==> src/rtl/ram16k_bist.sv <==
// ram16k_bist: sequencing front-end for the 16K x 16 data RAM.
// In IDLE the CPU port passes straight through to the RAM with no added latency.
// On start it takes over the RAM and runs one of two sequences:
//   mode=0 (clear) writes the latched fill value to every word;
//   mode=1 (self-test) writes an address-unique pattern, then reads it back.
// The self-test reports a sticky fail flag and the first failing address.
// Ports:
//   i_clk, i_reset       clock, asynchronous active-high reset
//   i_start, i_mode      sequence request and type (latched on acceptance)
//   i_fill               clear-mode data (latched on acceptance)
//   i_cpu_in/add/load    CPU write data, address, write enable
//   i_ram_o              RAM read data (combinational from o_mem_add)
//   o_mem_in/add/load    RAM write data, address, write enable
//   o_busy               a sequence owns the RAM
//   o_done               one-cycle completion pulse
//   o_fail, o_fail_add   sticky mismatch flag and first mismatch address
module ram16k_bist (
  input  logic        i_clk,
  input  logic        i_reset,
  input  logic        i_start,
  input  logic        i_mode,
  input  logic [15:0] i_fill,
  input  logic [15:0] i_cpu_in,
  input  logic [13:0] i_cpu_add,
  input  logic        i_cpu_load,
  input  logic [15:0] i_ram_o,
  output logic [15:0] o_mem_in,
  output logic [13:0] o_mem_add,
  output logic        o_mem_load,
  output logic        o_busy,
  output logic        o_done,
  output logic        o_fail,
  output logic [13:0] o_fail_add
);

  typedef enum logic [1:0] {
    ST_IDLE  = 2'd0,
    ST_FILL  = 2'd1,
    ST_CHECK = 2'd2
  } state_t;

  localparam logic [13:0] LAST_ADD = 14'h3FFF;

  state_t      r_state;
  logic [13:0] r_cnt;
  logic        r_mode;
  logic [15:0] r_fill;
  logic        r_done;
  logic        r_fail;
  logic [13:0] r_fail_add;

  logic [15:0] w_pat;
  logic        w_mismatch;

  // Address-unique test pattern: the low address bits are repeated in the top
  // two bits so that no two addresses share a value.
  function automatic logic [15:0] pat(input logic [13:0] a);
    pat = {a[1:0], a} ^ 16'h5A5A;
  endfunction

  assign w_pat      = pat(r_cnt);
  assign w_mismatch = (i_ram_o != w_pat);

  // Sequencer FSM: state, address counter, latched request and result flags.
  always_ff @(posedge i_clk or posedge i_reset) begin
    if (i_reset) begin
      r_state    <= ST_IDLE;
      r_cnt      <= 14'd0;
      r_mode     <= 1'b0;
      r_fill     <= 16'h0000;
      r_done     <= 1'b0;
      r_fail     <= 1'b0;
      r_fail_add <= 14'd0;
    end else begin
      r_done <= 1'b0;
      case (r_state)
        ST_IDLE: begin
          if (i_start) begin
            r_mode     <= i_mode;
            r_fill     <= i_fill;
            r_cnt      <= 14'd0;
            r_fail     <= 1'b0;
            r_fail_add <= 14'd0;
            r_state    <= ST_FILL;
          end
        end
        ST_FILL: begin
          if (r_cnt == LAST_ADD) begin
            if (r_mode) begin
              // Only wrap point of the counter: restart for the read-back pass.
              r_cnt   <= 14'd0;
              r_state <= ST_CHECK;
            end else begin
              r_state <= ST_IDLE;
              r_done  <= 1'b1;
            end
          end else begin
            r_cnt <= r_cnt + 14'd1;
          end
        end
        ST_CHECK: begin
          // Only the first mismatch is recorded; later ones leave fail_add alone.
          if (w_mismatch && !r_fail) begin
            r_fail     <= 1'b1;
            r_fail_add <= r_cnt;
          end
          if (r_cnt == LAST_ADD) begin
            r_state <= ST_IDLE;
            r_done  <= 1'b1;
          end else begin
            r_cnt <= r_cnt + 14'd1;
          end
        end
        default: begin
          r_state <= ST_IDLE;
        end
      endcase
    end
  end

  // RAM port steering: CPU pass-through in IDLE, sequencer ownership otherwise.
  always_comb begin
    o_mem_in   = i_cpu_in;
    o_mem_add  = i_cpu_add;
    o_mem_load = 1'b0;
    case (r_state)
      ST_IDLE: begin
        o_mem_in   = i_cpu_in;
        o_mem_add  = i_cpu_add;
        o_mem_load = i_cpu_load & ~i_reset;
      end
      ST_FILL: begin
        o_mem_in   = r_mode ? w_pat : r_fill;
        o_mem_add  = r_cnt;
        o_mem_load = 1'b1;
      end
      ST_CHECK: begin
        o_mem_in   = 16'h0000;
        o_mem_add  = r_cnt;
        o_mem_load = 1'b0;
      end
      default: begin
        o_mem_in   = 16'h0000;
        o_mem_add  = 14'd0;
        o_mem_load = 1'b0;
      end
    endcase
  end

  assign o_busy     = (r_state != ST_IDLE);
  assign o_done     = r_done;
  assign o_fail     = r_fail;
  assign o_fail_add = r_fail_add;

endmodule

==> config.mk <==
export PLATFORM = sky130hd
export DESIGN_NAME = ram16k_bist
export DESIGN_NICKNAME = d
export VERILOG_FILES = /design/src/rtl/ram16k_bist.sv
export SDC_FILE = /design/constraint.sdc
export NUM_CORES = 1
export LEC_CHECK = 0
export CELL_PAD_IN_SITES_DETAIL_PLACEMENT = 1
export CELL_PAD_IN_SITES_GLOBAL_PLACEMENT = 1
export CORE_UTILIZATION = 35
export DETAILED_ROUTE_END_ITERATION = 12
export HOLD_SLACK_MARGIN = 0.02
export PLACE_DENSITY_LB_ADDON = 0.1
export RECOVER_POWER = 25
export SKIP_LAST_GASP = 1
export SYNTH_ARGS = -nofsm -noshare
export SYNTH_HDL_FRONTEND = slang
export SYNTH_SLANG_ARGS = --single-unit
export TNS_END_PERCENT = 5
==> constraint.sdc <==
create_clock -name i_clk -period 4.69 [get_ports i_clk]
set_input_delay 0.469 -clock i_clk [delete_from_list [all_inputs] [get_ports i_clk]]
set_output_delay 0.469 -clock i_clk [all_outputs]
set_load 0.02 [all_outputs]
==> metrics.md <==
| Metric | Value |
|---|---|
| Crit path max fanout | around 50 |
| Startpoint types | input port |
| Post-synth top area share | 0.408 |
| Vias | 2863 |
| Gr usage total | 0.231 |
| Setup TNS | 0 ns |
| Max_cap viols | 1 |
| Post-DP HPWL | 7.41 mm |
| Synth area leader | dfrtp_1 |
| Synth Instances | 330 |
| Clk buf depth | 2 |
| First-pass GRT wire length | around 15 mm |
| CTS Hold Bufs | 0 |
| Filler instances | 980 |
| Final std cells w/o fill | between 500 and 600 |
| Post-CTS Setup Bufs | 0 |
| CTS Buf Count | 5 |
| Post-cts sizing count | 0 |
| Seq. cell area | between 1000 and 1500 µm² |
| Unique masters post-synth | 42 |
| Inst Count DP | 529 |
| Starting DRT DRC Count | 94 |
| DRT Wirelength | 9.99 mm |
| Worst path required time | around 4.5 ns |
| # diodes | 0 |
| Crit end category | asynchronous set/reset pin |
| Initial antenna violation count | 0 |
| Overall die height | 94.6 µm |
| Clk slew on worst S/H paths | approximately 0.09 ns |
| Share of cells above drive strength 1 | 0.0972 |
| Post-synth ARST share | 1.00 |
| Area occupied by multi-input gates | 1570 µm² |
| Slew HR | -0.814 |
| CTS tree | built |
| Clk_skew | 0.00990 ns |
| H-Tree Depth | 2 |
| Clock Latency Late Sink | 0.31 ns |
| GP Congestion | ~0.8 |
| Pin count of the biggest net entering global routing | 50 |
| Syn_nets | 402 |
| Pleak | 1.78 nW |
| Synth top area cells | dfrtp_1 (41%), mux2i_1 (7.3%), mux2_2 (6.4%) |
| Dominant synthesized flop cell | dfrtp_1 |
| Violated checks | max-capacitance violations, max-slew violations |
| Final setup vio count | 0 |
| Worst hold slack | around 0.5 ns |
| Post-synthesis sequential area ratio | 0.408 |
| Via-to-Cell Ratio | 5.33 |
| RSZ-0062 raised after global routing | no |
| Drt first pass iters | 4 |
| Post-synth EDFFs | 0 |
| I/O pin count | between 100 and 150 |
| DP Area | 4180 µm² |
| CP arrival | approximately 3 ns |
| Synthesis warning total | 0 |
| Final ANT Viol Nets | 0 |
| Cell Rows | 33 |
| Worst-margin pin slew | 2.72 ns |
| Port Buf Inserts | 114 |
| Residual DRC | 0 |
| Floorplan Core Area | ~8300 µm² |
| Design Area, Final | 4260 µm² |
| CTS root buf | clkbuf_8 |
| Syn Std Cell Area | 3000 µm² |
| Fmax | between 300 and 400 MHz |
| Synth-to-Final Area Change | 42.0% |
| CP Class | input port to asynchronous set/reset pin |
| Sink Count | 49 |
| Vias in the first global route | 2950 |
| Yosys reg bits | 49 |
| Die X | ~95 µm |
| Tightest Hold Check Type | flop to flop |
| Initial core utilization | 0.364 |
| Die area | 8950 µm² |
| Most common cell after layout, fill and taps aside | clkdlybuf4s50_1 |
| Period utilization | 0.674 |
| Nets | 503 |
| Final Max Tran Viols | 50 |
| Tmin final | 3.16 ns |
| Total gr overflow | 0 |
| Mean Syn Cell Area | just over 9 µm² |
| Worst vdd ir | 0.102 mV |
| Most frequent cells in the layout | clkdlybuf4s50_1 (114), dfrtp_1 (49), nand2_1 (47) |
| Status | complete, but fails checks |
| Pwr per Cell Area | between 150 and 200 nW/µm² |
| WL/cell | approximately 19 µm |
| Final Hold Fails | 0 |
==> flip-flops by register name, indices dropped and copies added (netlist names) <==
signal / count
r_fill: 16
r_state: 2
o_done: 1
o_fail: 1
r_cnt: 14
o_fail_add: 14
r_mode: 1
==> cell families after synthesis <==
| family | count (synthesis) | synth area share |
|---|---|---|
| AND/OR/NAND/NOR | 106 | 0.173 |
| AO/OA/AOI/OAI | 73 | 0.154 |
| flip-flops | 49 | 0.408 |
| buffers and inverters | 46 | 0.0712 |
| multiplexers | 39 | 0.137 |
| XOR/XNOR | 12 | 0.0350 |
| adder cells (fa/ha/maj) | 5 | 0.0208 |
==> power by group <==
group	switching [W]	internal [W]
combinational	0.0000215	0.0000520
clock	0.000151	0.000105
sequential	0.0000000325	0.000422
==> cell usage after synthesis, types with 3 or more instances <==
| cell type | n |
|---|---|
| inv_1 | 22 |
| buf_6 | 4 |
| o21ai_0 | 28 |
| a22oi_1 | 14 |
| a21oi_1 | 11 |
| mux2i_1 | 22 |
| dfrtp_1 | 49 |
| xnor2_1 | 6 |
| o21ai_2 | 3 |
| nand4_1 | 8 |
| nor3b_1 | 3 |
| ha_1 | 5 |
| nand2_1 | 47 |
| nand3_1 | 9 |
| nor2_1 | 17 |
| or3_2 | 3 |
| mux2_2 | 17 |
| or3_1 | 8 |
| clkbuf_1 | 12 |
| o21ai_1 | 6 |
| xor2_1 | 6 |
| buf_2 | 5 |
==> critical path, stage by stage <==
cell,delay [ns]
clkdlybuf4s50_1,0.43
inv_1,0.12
clkbuf_1,1.95
==> per-stage QoR <==
step           utilization  setup WS [ns]  power (W)
2_1_floorplan            -           2.33   0.000443
3_3_place_gp         0.506           2.12   0.000504
3_5_place_dp         0.506           1.96   0.000505
4_1_cts              0.517           1.80   0.000759
5_1_grt              0.516          0.896   0.000780
6_report             0.516           1.53   0.000752
==> layer usage <==
layer  track usage  up-vias  wire length, µm
li1              -     1353                -
met1         0.295     1405             4390
met2         0.398       87             4950
met3        0.0378       18              426
met4        0.0707        0              220
met5             0        -                0
==> final cells by class <==
class                      instances  share of cell area
multi-input combinational        235               0.369
inverter                          23              0.0203
timing repair buffer             117               0.272
clock inverter                     2             0.00352
clock buffer                       6              0.0170
sequential                        49               0.288
tap                              105              0.0308
==> path summary, 6_finish.rpt <==
path / from / to / slack, ns / depth (start not counted)
min in group asynchronous: i_reset / r_cnt[8]$_DFFE_PP0P_ / 1.62 / 3
worst max-delay path: i_reset / r_fill[0]$_DFFE_PP0P_ / 1.53 / 3
worst min register to register: r_fill[12]$_DFFE_PP0P_ / r_fill[12]$_DFFE_PP0P_ / 0.51 / 1
max in group i_clk: r_state[1]$_DFFE_PP0P_ / o_mem_add[10] / 1.80 / 6
worst min-delay path: r_fill[12]$_DFFE_PP0P_ / r_fill[12]$_DFFE_PP0P_ / 0.51 / 1
worst max register to register: r_state[0]$_DFFE_PP0P_ / r_cnt[3]$_DFFE_PP0P_ / 1.92 / 8
Note: power is estimated with default switching activity, not from simulation.
